### config.mk
export PLATFORM = sky130hd
export DESIGN_NAME = fetch_controller
export DESIGN_NICKNAME = d
export VERILOG_FILES = /design/src/rtl/fetch_controller.sv
export SDC_FILE = /design/constraint.sdc
export NUM_CORES = 1
export LEC_CHECK = 0
export CAP_MARGIN = 10
export CORE_UTILIZATION = 30
export DETAILED_ROUTE_END_ITERATION = 7
export GPL_TIMING_DRIVEN = 0
export PLACE_DENSITY = 0.65
export SYNTH_ARGS = -nofsm -noshare
export SYNTH_HDL_FRONTEND = slang
export SYNTH_SLANG_ARGS = --single-unit
### constraint.sdc
create_clock -name clk -period 2 [get_ports clk]
set_input_delay 0.4 -clock clk [delete_from_list [all_inputs] [get_ports clk]]
set_output_delay 0.4 -clock clk [all_outputs]
set_load 0.03 [all_outputs]
### src/rtl/fetch_controller.sv
// Instruction fetch sequencer: owns the PC, reads Instruction_Memory and queues {pc, instr} for decode.
// Optional FETCH_PERF_EN adds perf_fetched / perf_stalls counters.
module fetch_controller #(
   parameter logic [63:0] RESET_PC   = 64'h0,
   parameter int          MEM_BYTES  = 16,
   parameter int          FIFO_DEPTH = 2
) (
   input  logic        clk,
   input  logic        reset_n,
   input  logic        start,
   output logic [63:0] imem_addr,
   input  logic [31:0] imem_rdata,
   input  logic        redirect,
   input  logic [63:0] redirect_pc,
   output logic        inst_valid,
   input  logic        inst_ready,
   output logic [31:0] inst_data,
   output logic [63:0] inst_pc,
   output logic        fault,
   output logic [1:0]  state_o
`ifdef FETCH_PERF_EN
   ,
   output logic [31:0] perf_fetched,
   output logic [31:0] perf_stalls
`endif
);

   localparam int          PW        = $clog2(FIFO_DEPTH);
   localparam int          CW        = PW + 1;
   localparam logic [63:0] ADDR_MASK = 64'(MEM_BYTES - 1);

   typedef enum logic [1:0] {
      IDLE  = 2'b00,
      FETCH = 2'b01,
      FAULT = 2'b10
   } state_t;

   state_t        state, state_next;
   logic [63:0]   pc;
   logic [31:0]   buf_data [FIFO_DEPTH];
   logic [63:0]   buf_pc   [FIFO_DEPTH];
   logic [PW-1:0] rd_ptr, wr_ptr;
   logic [CW-1:0] count;
   logic          pop, push, flush, misaligned;

   assign misaligned = (redirect_pc[1:0] != 2'b00);
   assign flush      = redirect & (state != FAULT);
   assign inst_valid = (count != '0);
   assign pop        = inst_valid & inst_ready;
   assign push       = (state == FETCH) & ~redirect & ((count < CW'(FIFO_DEPTH)) | pop);
   assign imem_addr  = pc;
   assign inst_data  = buf_data[rd_ptr];
   assign inst_pc    = buf_pc[rd_ptr];
   assign state_o    = state;

   always_comb begin
      state_next = state;
      case (state)
         IDLE:    if (start) state_next = FETCH;
         FETCH:   if (redirect & misaligned) state_next = FAULT;
         FAULT:   state_next = FAULT;
         default: state_next = IDLE;
      endcase
   end

   always_ff @(posedge clk or negedge reset_n) begin
      if (!reset_n) begin
         state <= IDLE;
         fault <= 1'b0;
         pc    <= RESET_PC & ADDR_MASK;
      end else begin
         state <= state_next;
         fault <= (state_next == FAULT);
         // A misaligned target leaves the PC where it was; only aligned redirects reload it.
         if (flush) begin
            if (!misaligned) pc <= redirect_pc & ADDR_MASK;
         end else if (push) begin
            pc <= (pc + 64'd4) & ADDR_MASK;
         end
      end
   end

   always_ff @(posedge clk or negedge reset_n) begin
      if (!reset_n) begin
         rd_ptr <= '0;
         wr_ptr <= '0;
         count  <= '0;
         for (int i = 0; i < FIFO_DEPTH; i++) begin
            buf_data[i] <= '0;
            buf_pc[i]   <= '0;
         end
      end else if (flush) begin
         rd_ptr <= wr_ptr;
         count  <= '0;
      end else begin
         if (push) begin
            buf_data[wr_ptr] <= imem_rdata;
            buf_pc[wr_ptr]   <= pc;
            wr_ptr           <= wr_ptr + PW'(1);
         end
         if (pop) rd_ptr <= rd_ptr + PW'(1);
         case ({push, pop})
            2'b10:   count <= count + CW'(1);
            2'b01:   count <= count - CW'(1);
            default: count <= count;
         endcase
      end
   end

`ifdef FETCH_PERF_EN
   // Neither condition can occur in FAULT, so the counters freeze there naturally.
   always_ff @(posedge clk or negedge reset_n) begin
      if (!reset_n) begin
         perf_fetched <= '0;
         perf_stalls  <= '0;
      end else begin
         if (push) perf_fetched <= perf_fetched + 32'd1;
         if ((state == FETCH) && (count == CW'(FIFO_DEPTH)) && !pop)
            perf_stalls <= perf_stalls + 32'd1;
      end
   end
`endif

endmodule

# Word-level counts from Yosys, hierarchy flattened
# Cells that the tools add are included.
# totals
register_bits,263
input_bits,101
output_inout_bits,164
# classes
addsub,5
n_lt_le_gt_ge,4
n_eq_ne,7
mux,22
n_bitwise,10
n_reduce_logical,9
# op_table
cell,n
two-way mux 64 bit,7
bitwise mux 128 bit,1
two-way mux 32 bit,4
bitwise mux 64 bit,1
demux 64 bit (select 1 bit),1
demux 32 bit (select 1 bit),1
nonzero test 2 bit,4
"equality test 2 bit, second input constant",3
two-way mux 2 bit,3
case mux 2 bit (3 select lines),1
AND 1 bit,5
"adder 4 x 3 -> 4 bit, second input constant",1
"equality test 2 x 1 -> 1 bit, second input constant",2
"greater-or-equal comparator 2 bit, second input constant",2
"inequality test 2 bit, second input constant",2
inverter 1 -> 2 bit,2
case mux 2 bit (2 select lines),1
AND reduction 2 bit,2
nonzero test 3 bit,1
"adder 1 bit, second input constant",2
"adder 2 x 1 -> 2 bit, second input constant",1
zero test 2 bit,1
"< comparator 2 x 1 -> 1 bit, second input constant",1
"< comparator 2 bit, second input constant",1
other kinds (5),7

# Longest topological paths before layout
# Gate-level depths: netlist of run 1.
# logic_depth
ltp_word,7
ltp_mapped,5
depth_no_buf,4

# Worst setup path after synthesis of run 1
# No wires, ideal clock.
# synth_path
path_kind,register to register
start,register state[0] (netlist: state_o[0])
end,register buf_data[32] in the netlist's numbering
t_arrival_ns,1.665
t_required_ns,1.875
slack_ns,0.210
path_stages_with_launch,6
synth_period_minus_slack_ns,1.790
cell_sequence,dfrtp_1 nor3b_4 o21ai_2 nor2_8 buf_6 mux2_2
# synth_between
elab_chain_len,4
elab_cells_between_ends,7
cone_classes,2 x eq/ne; 4 x bitwise; 1 x reduce/logical
# synth_lines
item,line_no,source
from (decl),38,"state_t state, state_next;"
from (signal assigned),72,state <= state_next;
equality test 2 x 1 -> 1 bit or inequality test 2 bit (tied branches),"50, 47",
"AND 1 bit, on equally long branches","50, 47",
AND 1 bit or inverter 1 bit (tied branches),--,
AND reduction 2 bit (no line) *,--,
"to (signal, indexed assignment)",97,buf_data[wr_ptr] <= imem_rdata;
to (decl),40,logic [31:0] buf_data [FIFO_DEPTH];
# Every way passes the cells marked *; elsewhere a longest branch is shown, timed or not.
# A chain may end at the register's enable or synchronous reset.

# Worst setup path in the final report of run 1
# layout_path
start,register state[1] (netlist: state_o[1])
end,output state_o[1]
# layout_lines
item,line_no,source
to (decl),20,output logic [1:0] state_o
# No word-level cell between the ends.

==> flow_summary.toml, run 1 <==
[global_route]
grt.overflow.total = 0
antenna_found_initial = 0
grt_use_total_pct = 12.5
grt_max_degree = 57
grt_pass1_vias = 2969
grt_pass1_wl_mm = 15.4

[worst_setup_path]
endpoint_kind = "output port"
critPathSlowestCell = "clkdlybuf4s50_1"
required_ps = 1600
critPathLaunchType = "flop"
critPathTopFamily = "buffers and inverters"
path_class = "flop to output port"
path_max_fanout = 6
worst-path-buf-inv = 1
path_cells = "clkdlybuf4s50_1"
crit_arrival_ps = 1510
max_stage_delay_ps = 710

[detailed_routing]
vias_per_cell = 3.72
dr.pass1.iters = 4
drtIter0Drc = 45
vias = 2985
wl_per_cell_um = 12.2
remaining_drc_errors = 0
finalWirelength_mm = 9.82
ant_nets = 0

[clocking]
clock_latency_ps = 340
ctsHtreeMaxLevel = 3
clockRootBuffer = "clkbuf_16"
cts_inserted_buffers = 9
cts_tree = "built"
clock_path_buffers = 2
clk_pin_slew_ps = 60
clock-sinks = 83

[synthesis]
synth_edf_count = 0
postSynthCellCount = 365
synth_seq_cells = 83
yosys.area.top_type = "dfrtp_1"
yosysTopAreaCellShare_pct = 43.9
synthDistinctLibCells = 32
ys_warn_count = 0
syn_area_um2 = 4730
synth_area_leaders = "dfrtp_1, buf_4, mux2_2"
async_flop_share_pct = 100
synth.avg_cell_area_um2 = 13.0
ys_seq_area_share_pct = 43.9
synthFlopType = "dfrtp_1"

[sta]
period_needed_ps = 1910
finalHoldViolCount = 0
skew_ps = 6.64
fin_crit_sh_pct = 95.7
setup_viol = 0
finalWorstSetupSlack_ps = 85.4
rsz0062_at_grt = "false"
slew_viol_final = 0
fmax_mhz = 522

[power_and_ir_drop]
p_leak_nw = 3.70
p_clk_share_pct = 40.1
ir_worst_vdd_uv = 378
p_per_area_nw_per_um2 = 589
intPower_mw = 2.79
p_switching_mw = 1.05
p_total_mw = 3.84
seqPwrFrac_pct = 43.7
switching_share_pct = 27.4
power_frac_comb_pct = 16.2

[finish]
final_common_cell = "buf_4"
layout-drive-gt1-share_pct = 51.4
final_nets = 689
final_cell_mix = "buf_4, conb_1, dfrtp_1"
antenna_cells = 0
fin_area_um2 = 6520
syn2layout_area_growth_pct = 37.9
fill_cells = 1477
stdcell_count = 803

[run]
drv_cap = 0

[place]
place_area_um2 = 6300
dp.final_hpwl_mm = 7.09
gp_congestion = 0.643
pre_cts_slack_ps = -714
portBuffers = 84
dpl.cell_count = 780

[floorplanning]
core_um2 = 15300
dieArea_um2 = 16300
pin_count = 265
die_w_um = 128
die_y_um = 128
rows = 45
start_util_pct = 30.9

[min_path]
hp-class = "flop to flop"

[status]
status = "complete, no violations"
==> final cells by class <==
type                            instances  area (µm²)  area share [%]
Clock inverter                          3        25.0           0.384
Sequential cell                        83        2080            31.9
Timing Repair Buffer                   94         772            11.8
Multi-Input combinational cell        269        2080            31.8
Tap cell                              211         264            4.05
Inverter                                2        7.51           0.115
Buffer                                129        1050            16.1
Clock buffer                           12         246            3.78
==> per-stage QoR <==
step	TNS (ps)	hold slack (ps)	utilization, %
floorplan	0	104	-
global placement	-243330	483	41.0
detailed placement	-42220	362	41.2
CTS	-51.8	503	42.5
global route	0	518	42.6
finish	0	499	42.6
==> cell usage after synthesis (all sizes together) (3+ instances only) <==
cell      n
a211oi    3
a21oi     3
buf     129
dfrtp    83
mux2    108
nand2     6
nor2      4
nor3b     3
o21ai     5
==> per-layer routing <==
layer	vias up	GRT usage (%)	part of all wire [%]
met2	116	20.9	49
li1	1446	-	-
met4	0	4.62	1.4
met3	12	3.81	6.7
met1	1411	15.1	43
met5	-	0	0
==> power by group through the flow <==
stage / combinational (mW) / clock (mW) / sequential (mW)
floorplan: 0.480 / 0 / 1.71
global placement: 0.603 / 0 / 1.71
detailed placement: 0.615 / 0 / 1.71
CTS: 0.618 / 1.61 / 1.68
global route: 0.662 / 1.68 / 1.68
finish: 0.624 / 1.54 / 1.68
==> cell families (layout without fill, tap and decap cells) <==
group / Yosys count / in the layout / synth area share [%]
AOI/OAI and AO/OA: 17 / 17 / 2.57
xor gates and xnor gates: 2 / 2 / 0.371
buffers and inverters: 132 / 240 / 21.6
DFF: 83 / 83 / 43.9
muxes: 108 / 108 / 28.1
other: 1 / 120 / 0.0793
and+or+nand+nor: 22 / 22 / 3.34
==> path summary, 6_finish.rpt <==
kind,startpoint,to,slack [ps],depth (start not counted)
worst min register to register,buf_pc[1],buf_pc[1],500,1
min in group asynchronous,reset_n,buf_data[2],520,2
worst min-delay path,buf_pc[1],buf_pc[1],500,1
worst max register to register,state_o[1],buf_data[18],220,6
max in group asynchronous,reset_n,buf_data[43],850,3
worst max-delay path,state_o[1],state_o[1],90,1
==> sequential cells by signal, summed over array words and instances, names as in the netlist <==
signal	cells
rd_ptr	1
fault	1
buf_data	64
count	2
wr_ptr	1
buf_pc	8
imem_addr	4
state_o	2
==> timing repair <==
item	CTS	global route
setup buffers	6	2
resized for setup	191	4
hold buffers	1	0
setup endpoints to repair	67	41
hold endpoints to repair	27	0
pin swaps	1	1
Note: power is estimated with default switching activity, not from simulation.
==> run 2, diff against run 1 <==
--- a/config.mk
+++ b/config.mk
@@ -6,10 +6,12 @@
 export NUM_CORES = 1
 export LEC_CHECK = 0
 export CAP_MARGIN = 10
+export CORE_MARGIN = 2
 export CORE_UTILIZATION = 30
 export DETAILED_ROUTE_END_ITERATION = 7
 export GPL_TIMING_DRIVEN = 0
 export PLACE_DENSITY = 0.65
+export SLEW_MARGIN = 20
 export SYNTH_ARGS = -nofsm -noshare
 export SYNTH_HDL_FRONTEND = slang
 export SYNTH_SLANG_ARGS = --single-unit
==> run 2 against run 1 <==
  * Register-to-register slack about the same
  * Largest power group is now the clock network
  * Sequential power about the same
  * Die area increased by 3.2%
  * Sequential share of layout area decreased by 0.31 points
  * Critical endpoint is now inst_data[1]
  * Count of clock-buffer cells in the layout decreased by 2
  * Routed wire length increased by 0.59%
  * Global-route usage decreased by 0.74 points
  * Clock skew decreased by 1.2 ps
  * Critical path type unchanged
  * The run now ends with setup timing left
==> flow_summary.toml, run 2 (synthesis results as in run 1) <==
[worst_setup_path]
critPathLaunchType = "flop"
worst-path-buf-inv = 2
cp.depth = 3
required_ps = 1600
max_stage_delay_ps = 460
path_cells = "buf_6 > mux2_2 > clkdlybuf4s15_2"
path_class = "flop to output port"
endpoint_kind = "output port"
r2r_cells = 5
critPathSlowestCell = "dfrtp_2"
path_max_fanout = 10
critPathTopFamily = "buffers and inverters"
crit_arrival_ps = 1630

[floorplanning]
die_y_um = 130
rows = 45
core_um2 = 15300
pin_count = 265
start_util_pct = 30.9
dieArea_um2 = 16800
die_w_um = 130

[finish]
ff_latch_area_um2 = 2080
largest_reg_flops = 64
fin_area_um2 = 6580
fin_util_pct = 43.0
final_cell_mix = "buf_4, conb_1, dfrtp_1"
regMostFlops = "buf_data"
final_nets = 687
final_common_cell = "buf_4"
layout-drive-gt1-share_pct = 51.6
fill_cells = 1487
multi_input_area_um2 = 2080
antenna_cells = 0
syn2layout_area_growth_pct = 39.3

[global_route]
antenna_found_initial = 0
grt_use_total_pct = 11.7
grt_pass1_vias = 2990
grt_pass1_wl_mm = 15.1
grt.overflow.total = 0
grt_max_degree = 51

[detailed_routing]
remaining_drc_errors = 0
drtIter0Drc = 54
ant_nets = 0
wl_per_cell_um = 12.3
vias_per_cell = 3.75
dr.pass1.iters = 4
vias = 3005
finalWirelength_mm = 9.88

[sta]
finalHoldViolCount = 0
period_needed_ps = 2030
rsz0062_at_grt = "true"
setup_viol = 16
finalWorstSetupSlack_ps = -26.5
fin_crit_sh_pct = 101
slew_viol_final = 0
skew_ps = 5.39
fmax_mhz = 493

[clocking]
clock_latency_ps = 340
hold_buffers = 0
cts_tree = "built"
clockRootBuffer = "clkbuf_16"
clock-sinks = 83
ctsHtreeMaxLevel = 3
clk_pin_slew_ps = 60
clock_path_buffers = 2
cts_inserted_buffers = 9

[power_and_ir_drop]
ir_worst_vdd_uv = 362
p_per_area_nw_per_um2 = 607
p_leak_nw = 3.68

[status]
status = "complete, but fails checks"
violations = "setup timing"

[place]
dp.final_hpwl_mm = 7.34
portBuffers = 84
place_area_um2 = 6300
gp_congestion = 0.688

[run]
drv_cap = 0

[min_path]
hp-class = "input port to async pin"
[run 2: cell count changes in the layout (fill, tap and decap cells not counted), sizes merged]
cell / before / now
bufinv: 0 / 1
clkbuf: 12 / 21
inv: 2 / 3
dlygate4sd2: 1 / 2
dlygate4sd3: 1 / 0
buf: 175 / 153
clkinvlp: 1 / 2
clkdlybuf4s15: 0 / 9
[run 2: repair_timing]
item | in CTS | in global routing
pin swaps | 1 | 1
setup buffers | 5 | 2
cloned | 0 | 0
setup endpoints to repair | 44 | 66
endpoints found under the hold margin | 0 | 0
resized for setup | 78 | 71
[run 2: where the power goes]
part / total, mW / internal, mW / switching, mW
Clock: 1.69 / 1.00 / 0.690
Combinational: 0.624 / 0.236 / 0.388
Sequential: 1.68 / 1.68 / 0
Total: 3.99 / 2.92 / 1.08
[run 2: worst paths after layout]
path                               from      endpoint  slack, ps
setup / recovery                 rd_ptr  inst_data[1]        -30
hold / removal                  reset_n   buf_data[5]          6
setup reg to reg             state_o[0]  buf_data[39]        210
hold reg to reg            buf_data[24]  buf_data[24]        500
max in group asynchronous       reset_n  buf_data[63]       1380
min in group clk           buf_data[24]  buf_data[24]        500
[run 2: area by class of cell]
cell class              instances  area share [%]
plain buffers                 129            15.7
multi-input cells             269            31.5
inverters                       2           0.114
well taps                     211            4.01
clock inverters                 6           0.969
flip-flops and latches         83            31.6
clock buffers                  10            3.63
repair buffers                 92            12.4
[run 2: metal layers]
metal	up-vias	track usage [%]	wire (µm)
li1	1447	-	-
met1	1426	14.8	4250
met2	121	19.3	4780
met3	11	2.93	692
met4	0	4.74	149
met5	-	0	0
[run 2: metrics by stage]
stage | setup slack, ps | cells | TNS, ps | power [mW] | hold WS [ps]
2_1_floorplan | 210 | 484 | 0 | 2.19 | 104
3_3_place_gp | -2450 | 779 | -241770 | 2.31 | 482
3_5_place_dp | -717 | 780 | -39930 | 2.32 | 386
4_1_cts | -171 | 800 | -4090 | 4.04 | 16.1
5_1_grt | -97.6 | 802 | -1580 | 4.17 | 41.8
6_report | -26.5 | 802 | -143 | 3.99 | 5.68
